## src/rtl/slt_ctrl_seq_pkg.sv

```systemverilog
// Shared definitions for the set-less-than sequencer and the ALU control decoder.
package slt_ctrl_seq_pkg;

    typedef enum logic [1:0] {
        IDLE  = 2'd0,
        EXEC  = 2'd1,
        EVAL  = 2'd2,
        WRITE = 2'd3
    } state_t;

    localparam logic [2:0] ALU_AND     = 3'b000;
    localparam logic [2:0] ALU_OR      = 3'b001;
    localparam logic [2:0] ALU_IDLE_OP = 3'b010;
    localparam logic [2:0] ALU_SUB_OP  = 3'b110;
    localparam logic [2:0] ALU_SLT     = 3'b111;

endpackage

```

## src/rtl/slt_flag_eval.sv

```systemverilog
// Less-than flag from a subtract result: signed uses sign^overflow, unsigned uses borrow.
module slt_flag_eval (
    input  logic result_msb,
    input  logic overflow,
    input  logic carry,
    input  logic is_unsigned,
    output logic lt
);

    // carry = 1 means no borrow, so a borrow (carry = 0) means A < B unsigned
    assign lt = is_unsigned ? ~carry : (result_msb ^ overflow);

endmodule

```

## src/rtl/slt_ctrl_seq.sv

```systemverilog
// Multicycle SLT/SLTU/SLTI/SLTIU sequencer driving the shared ALU as a subtractor.
module slt_ctrl_seq #(
    parameter int         WIDTH       = 32,
    parameter logic [2:0] ALU_SUB_OP  = slt_ctrl_seq_pkg::ALU_SUB_OP,
    parameter logic [2:0] ALU_IDLE_OP = slt_ctrl_seq_pkg::ALU_IDLE_OP
) (
    input  logic             clk,
    input  logic             reset,
    input  logic             start,
    input  logic             is_unsigned,
    input  logic             use_imm,
    input  logic [WIDTH-1:0] rs_val,
    input  logic [WIDTH-1:0] rt_val,
    input  logic [15:0]      imm16,
    output logic [WIDTH-1:0] alu_a,
    output logic [WIDTH-1:0] alu_b,
    output logic [2:0]       alu_op,
    input  logic [WIDTH-1:0] alu_result,
    input  logic             alu_overflow,
    input  logic             alu_carry,
    output logic             slt_sel,
    output logic [WIDTH-1:0] slt_value,
    output logic             reg_write,
    output logic             busy,
    output logic             done
);
    import slt_ctrl_seq_pkg::*;

    state_t           state, state_nx;
    logic [WIDTH-1:0] a_q, b_q, b_sel;
    logic             uns_q, lt_q, lt_c;

    // Only the sign bit of the difference matters for the flag
    logic alu_result_unused;
    assign alu_result_unused = ^alu_result[WIDTH-2:0];

    // SLTIU still sign-extends its immediate before the unsigned compare
    assign b_sel = use_imm ? {{(WIDTH-16){imm16[15]}}, imm16} : rt_val;

    slt_flag_eval u_flag (
        .result_msb  (alu_result[WIDTH-1]),
        .overflow    (alu_overflow),
        .carry       (alu_carry),
        .is_unsigned (uns_q),
        .lt          (lt_c)
    );

    always_ff @(posedge clk or posedge reset) begin
        if (reset) begin
            state <= IDLE;
            a_q   <= '0;
            b_q   <= '0;
            uns_q <= 1'b0;
            lt_q  <= 1'b0;
        end else begin
            state <= state_nx;
            if (state == IDLE && start) begin
                a_q   <= rs_val;
                b_q   <= b_sel;
                uns_q <= is_unsigned;
            end
            if (state == EVAL)
                lt_q <= lt_c;
        end
    end

    always_comb begin
        state_nx  = state;
        alu_a     = a_q;
        alu_b     = b_q;
        alu_op    = ALU_IDLE_OP;
        busy      = 1'b1;
        slt_sel   = 1'b0;
        reg_write = 1'b0;
        done      = 1'b0;
        slt_value = {{(WIDTH-1){1'b0}}, lt_q};
        case (state)
            IDLE: begin
                busy = 1'b0;
                if (start)
                    state_nx = EXEC;
            end
            EXEC: begin
                alu_op   = ALU_SUB_OP;
                state_nx = EVAL;
            end
            EVAL: begin
                alu_op   = ALU_SUB_OP;
                state_nx = WRITE;
            end
            WRITE: begin
                slt_sel   = 1'b1;
                reg_write = 1'b1;
                done      = 1'b1;
                state_nx  = IDLE;
            end
            default: state_nx = IDLE;
        endcase
    end

endmodule

```

## config.mk

```make
export PLATFORM = sky130hd
export DESIGN_NAME = slt_ctrl_seq
export DESIGN_NICKNAME = d
export VERILOG_FILES = /design/src/rtl/slt_ctrl_seq_pkg.sv /design/src/rtl/slt_flag_eval.sv /design/src/rtl/slt_ctrl_seq.sv
export SDC_FILE = /design/constraint.sdc
export NUM_CORES = 1
export LEC_CHECK = 0
export BUFFER_PORTS_ARGS = -buffer_cell sky130_fd_sc_hd__buf_2
export CORE_UTILIZATION = 45
export CTS_CLUSTER_DIAMETER = 120
export DETAILED_ROUTE_END_ITERATION = 8
export GPL_ROUTABILITY_DRIVEN = 0
export PLACE_DENSITY = 0.88
export REMOVE_ABC_BUFFERS = 1
export SLEW_MARGIN = 10
export SYNTH_ARGS = -nofsm -noshare
export SYNTH_HDL_FRONTEND = slang
export SYNTH_SLANG_ARGS = --single-unit
```

## constraint.sdc

```tcl
create_clock -name clk -period 5.2 [get_ports clk]
set_input_delay 1.04 -clock clk [delete_from_list [all_inputs] [get_ports clk]]
set_output_delay 1.04 -clock clk [all_outputs]
set_load 0.01 [all_outputs]
```

==> impl_metrics.toml, run 1 <==
[status]
status = "complete, no violations"

[sta]
fmax_mhz = 379
clock_skew_ns = 0.0124
tightest_slew_ns = 0.876
hold_violations = 0
setup_tns_ns = 0
fin_ws_ns = 2.56
period_share = 0.507
maxSlewViolCount = 0
max_slew_margin = 0.416
setup_violations = 0
period_needed_ns = 2.64
rsz0062_at_grt = "no"

[hold_path]
hp-class = "reg2reg"

[finish]
multi_input_area_um2 = 1300
drive_above_1_share = 0.493
regArea_um2 = 1700
final_area_um2 = 4150
area_growth_pct = 26.2
fillers = 581
layout_common_cells = "buf_2 (157), dfrtp_1 (68), a21oi_1 (47)"
layout_commonest_cell = "buf_2"
antenna_cells = 0
nNetsFinal = 542

[power]
p_seq_frac = 0.383
p_sw_frac = 0.351
peakVddDrop_v = 0.000312
p_int_mw = 1.59
power_frac_comb = 0.424
p_per_area_nw_per_um2 = 591
pwr-share-clk = 0.193
p_switching_mw = 0.863
p_leak_nw = 2.12

[setup_path]
path_cells = "buf_2, and2_4, mux2_2"
startpoint_type = "input port"
crit_path_end_kind = "flop"
crit_buf_inv = 1
path_max_fanout = 65
cp_data_required_time_ns = 5.42
critPathMaxStageDelay_ns = 0.81
crit_family = "simple AND/OR/NAND/NOR gates"
crit_slowest_cell = "and2_4"
crit_type = "in2reg"
crit_arrival_ns = 2.85

[synth]
synth_seq_cells = 68
netlist_instances = 275
synth_warnings = 0
synth_top_area_frac = 0.517
ys_types = 20
ys_top_cells_by_area = "dfrtp_1 (52%), mux2_4 (9.1%), buf_4 (8.4%)"
synth-seq-area-share = 0.517
avgSynthCellArea_um2 = 12.0
netlist_area_um2 = 3290
synth_top_area_cell = "dfrtp_1"

[die]
num_rows = 30
die_h_um = 87.5
die_w_um = 87.5
die_area_um2 = 7660
io_pins = 222
fp.coreArea_um2 = 6940
initial_core_util = 0.474

[clock_tree]
htreeDepth = 3
clkSlewWorstSetupHoldPaths_ns = 0.07
cts_tree = "built"
cts.sinks = 68
insertion_delay_ns = 0.34
clock_path_buffers = 2
holdBufCountCts = 0
cts_buffers = 9
clock-root-buffer = "clkbuf_8"
post-cts-setup-buffers = 0
cts_resized = 0

[placement]
portBuffers = 157
placed_cell_area_um2 = 3940
dpl_worst_slack_ns = 2.24
dp_hpwl_um = 4900

[route]
vias = 2523
ant_nets = 0
drtIter0Drc = 103
drc = 0
wl_um = 7180
firstDrtPassIters = 4
viasPerCell = 4.85
drt-wirelength-per-cell_um = 13.8

[grt]
grt_overflow_total = 0
antenna_found_initial = 0
grt_max_degree = 69
grt_pass1_vias = 2498
grt_pass1_wl_um = 11300
grt.total_usage = 0.191

[run]
drv_cap = 0
## cell type report
type                       instances  share of cell area
clock inverter                     4              0.0175
clock buffer                      12              0.0349
tap                               96              0.0289
inverter                           4             0.00361
multi-input combinational        177               0.313
timing repair buffer             159               0.193
sequential                        68               0.410
## cells by family after synthesis
kind of cell    after synthesis  synth area share
flops                        68             0.517
compound gates               65             0.106
buf+inv                      61             0.124
mux                          50             0.188
simple gates                 24            0.0452
fa+ha+maj                     4            0.0152
other cells                   2           0.00228
xor+xnor                      1           0.00266
## power by group through the flow
stage | registers [mW] | clock network [mW] | logic, mW
final | 0.940 | 0.475 | 1.04
after floorplan | 1.06 | 0 | 0.498
after CTS | 0.941 | 0.488 | 1.06
after global routing | 0.973 | 0.506 | 1.14
after global placement | 0.932 | 0 | 1.01
after detailed placement | 0.945 | 0 | 1.05
## worst paths after layout
kind / endpoint / cells past startpoint / slack (ns) / start
setup / recovery: alu_a[0]$_DFFE_PP0P_ / 3 / 2.56 / start
hold / removal: alu_a[27]$_DFFE_PP0P_ / 1 / 0.50 / alu_a[27]$_DFFE_PP0P_
setup reg to reg: alu_a[0]$_DFFE_PP0P_ / 5 / 2.79 / state[0]$_DFFE_PP0P_
hold reg to reg: alu_a[27]$_DFFE_PP0P_ / 1 / 0.50 / alu_a[27]$_DFFE_PP0P_
max in group asynchronous: alu_b[16]$_DFFE_PP0P_ / 3 / 3.68 / reset
min in group asynchronous: alu_a[21]$_DFFE_PP0P_ / 3 / 0.95 / reset
## sequential cells by signal, indices dropped and copies added (netlist names)
name,count
alu_a,32
uns_q,1
alu_b,32
lt_q,1
state,2
## synthesized netlist by cell type (all sizes together)
library cell / count
xnor2: 1
dfrtp: 68
mux2: 34
nand2: 1
clkbuf: 9
ha: 4
buf: 48
nand3b: 1
mux2i: 16
nand2b: 20
conb: 2
nor2: 1
inv: 4
o211ai: 1
a31oi: 17
and2: 1
a21oi: 47
## through the flow
step           power [mW]   util  hold WS, ns  instances
2_1_floorplan        1.56      -        0.495        249
3_3_place_gp         1.94  0.567        0.485        504
3_5_place_dp         2.00  0.567        0.491        504
4_1_cts              2.48  0.598        0.507        520
5_1_grt              2.62  0.598        0.522        520
6_report             2.46  0.598        0.503        520
## routing by layer
metal	track usage	vias up	wire [um]
met5	0	-	0
met4	0.0775	0	104
met3	0.0427	10	377
met2	0.354	114	3690
met1	0.210	1236	3000
li1	-	1163	-
## worst register-to-register path: cells and delay by family, from the launching register on
family | cells | cell delay [ns]
and+or+nand+nor | 1 | 0.78
adders and majority gates | 1 | 0.17
buffers and inverters | 2 | 0.47
muxes | 1 | 0.48
DFF | 1 | 0.39
Power figures use the tool's default switching activity.
==> run 2, diff against run 1 <==
--- a/config.mk
+++ b/config.mk
@@ -6,11 +6,11 @@
 export NUM_CORES = 1
 export LEC_CHECK = 0
 export BUFFER_PORTS_ARGS = -buffer_cell sky130_fd_sc_hd__buf_2
-export CORE_UTILIZATION = 45
+export CORE_UTILIZATION = 42
 export CTS_CLUSTER_DIAMETER = 120
 export DETAILED_ROUTE_END_ITERATION = 8
 export GPL_ROUTABILITY_DRIVEN = 0
-export PLACE_DENSITY = 0.88
+export PLACE_DENSITY = 0.83
 export REMOVE_ABC_BUFFERS = 1
 export SLEW_MARGIN = 10
 export SYNTH_ARGS = -nofsm -noshare
==> constraint.sdc (replaced) <==
create_clock -name clk -period 2.5 [get_ports clk]
set_input_delay 0.5 -clock clk [delete_from_list [all_inputs] [get_ports clk]]
set_output_delay 0.5 -clock clk [all_outputs]
set_load 0.01 [all_outputs]
==> run 2 against run 1 <==
Net effect: count of clock-buffer cells in the layout shrank 2; clock power grew 79%; first-iteration DRC count decreased by 19%; critical path depth rose by 2; hold slack lost 0.22 ns; utilization down 3.7 points; clock skew down 0.0068 ns; die area up 7.0%; critical endpoint is now busy.
==> impl_metrics.toml, run 2 (synthesis results as in run 1) <==
[grt]
grt.total_usage = 0.190
gr-usage-met1 = 0.232
antenna_found_initial = 0
grt_pass1_vias = 2534
top_usage_layer = "met2"
grtUsageMet3 = 0.0488
grt_overflow_total = 0
grt_max_degree = 43
grt_pass1_wl_um = 12200
use_met2 = 0.324

[sta]
period_needed_ns = 2.10
fin_ws_ns = 0.397
setup_violations = 0
tightest_slew_ns = 0.719
hold_violations = 0
maxSlewViolCount = 0
max_slew_margin = 0.520
fmax_mhz = 476
period_share = 0.841
clock_skew_ns = 0.00565
rsz0062_at_grt = "no"
setup_tns_ns = 0

[placement]
dpl_worst_slack_ns = 0.528
portBuffers = 157
dp_hpwl_um = 5290

[run]
drv_cap = 0

[power]
p_sw_frac = 0.361
p_per_area_nw_per_um2 = 1200
power_frac_comb = 0.436
p_int_mw = 3.18
pwr-share-clk = 0.170
p_leak_nw = 2.13
p_seq_frac = 0.394
peakVddDrop_v = 0.000624
p_switching_mw = 1.80

[setup_path]
crit_arrival_ns = 1.60
crit_family = "buffers and inverters"
cp_data_required_time_ns = 2.00
path_cells = "inv_1, ha_1, buf_4, inv_1, buf_2"
crit_buf_inv = 4
reg2reg_slack_ns = 0.53
crit_top_cell = "inv_1"
crit_type = "reg2out"
crit_path_end_kind = "primary output"
startpoint_type = "flop"
path_max_fanout = 34
crit_slowest_cell = "dfrtp_1"
critPathMaxStageDelay_ns = 0.38

[route]
firstDrtPassIters = 4
drc = 0
ant_nets = 0
wl_um = 7480
drtIter0Drc = 83
viasPerCell = 4.81
vias = 2530
drt-wirelength-per-cell_um = 14.2

[finish]
nNetsFinal = 545
regArea_um2 = 1700
fillers = 644
multi_input_area_um2 = 1300
drive_above_1_share = 0.499
layout_common_cells = "buf_2 (157), dfrtp_1 (68), a21oi_1 (47)"
area_growth_pct = 26.3
layout_commonest_cell = "buf_2"
antenna_cells = 0

[hold_path]
hp-class = "in2async"

[clock_tree]
clkSlewWorstSetupHoldPaths_ns = 0.07
htreeDepth = 3
cts_buffers = 9
clock-root-buffer = "clkbuf_8"
clock_path_buffers = 2
cts.sinks = 68
cts_resized = 0
cts_tree = "built"
post-cts-setup-buffers = 0
holdBufCountCts = 0
insertion_delay_ns = 0.33

[die]
die_w_um = 90.5
initial_core_util = 0.444
die_h_um = 90.5
die_area_um2 = 8190
num_rows = 31
io_pins = 222
fp.coreArea_um2 = 7410

[status]
status = "complete, no violations"
==> run 2: cell count changes in the layout (fill, tap and decap cells not counted), sizes merged <==
cell / delta
clkinv: +4
buf: +3
bufinv: -1
clkbuf: -2
clkinvlp: -1
==> run 2: through the flow <==
step / cells / util / hold slack, ns / power [mW] / area (um^2)
after floorplan: 249 / - / 0.495 / 3.25 / 3020
after global placement: 510 / 0.537 / 0.484 / 4.07 / 3980
after detailed placement: 510 / 0.537 / 0.491 / 4.17 / 3980
after CTS: 526 / 0.561 / 0.294 / 5.05 / 4160
after global routing: 526 / 0.561 / 0.335 / 5.34 / 4160
final: 526 / 0.561 / 0.281 / 4.98 / 4160
==> run 2: final cells by class <==
| type | instances | area share |
|---|---|---|
| Tap cell | 99 | 0.0298 |
| Inverter | 4 | 0.00361 |
| Clock buffer | 10 | 0.0307 |
| Timing Repair Buffer | 162 | 0.201 |
| Sequential cell | 68 | 0.409 |
| Clock inverter | 6 | 0.0132 |
| Multi-Input combinational cell | 177 | 0.312 |
==> run 2: final timing paths <==
kind                                             from               endpoint  cells past startpoint
worst max-delay path             state[0]$_DFFE_PP0P_                   busy                      5
max in group asynchronous                       reset  alu_b[10]$_DFFE_PP0P_                      3
worst min register to register  alu_a[17]$_DFFE_PP0P_  alu_a[17]$_DFFE_PP0P_                      1
worst max register to register   state[0]$_DFFE_PP0P_  alu_b[25]$_DFFE_PP0P_                      5
worst min-delay path                            reset   alu_b[1]$_DFFE_PP0P_                      2
min in group clk                            rs_val[6]   alu_a[6]$_DFFE_PP0P_                      2
==> run 2: power groups by stage <==
stage / Combinational (mW) / Clock [mW] / Sequential, mW
floorplan: 1.04 / 0 / 2.21
global placement: 2.13 / 0 / 1.94
detailed placement: 2.20 / 0 / 1.97
CTS: 2.20 / 0.884 / 1.97
global route: 2.38 / 0.930 / 2.04
finish: 2.17 / 0.849 / 1.96
==> run 2: routing by layer <==
metal,vias up,share of wire
li1,1174,-
met3,10,0.062
met2,118,0.50
met1,1228,0.42
met5,-,0
met4,0,0.013
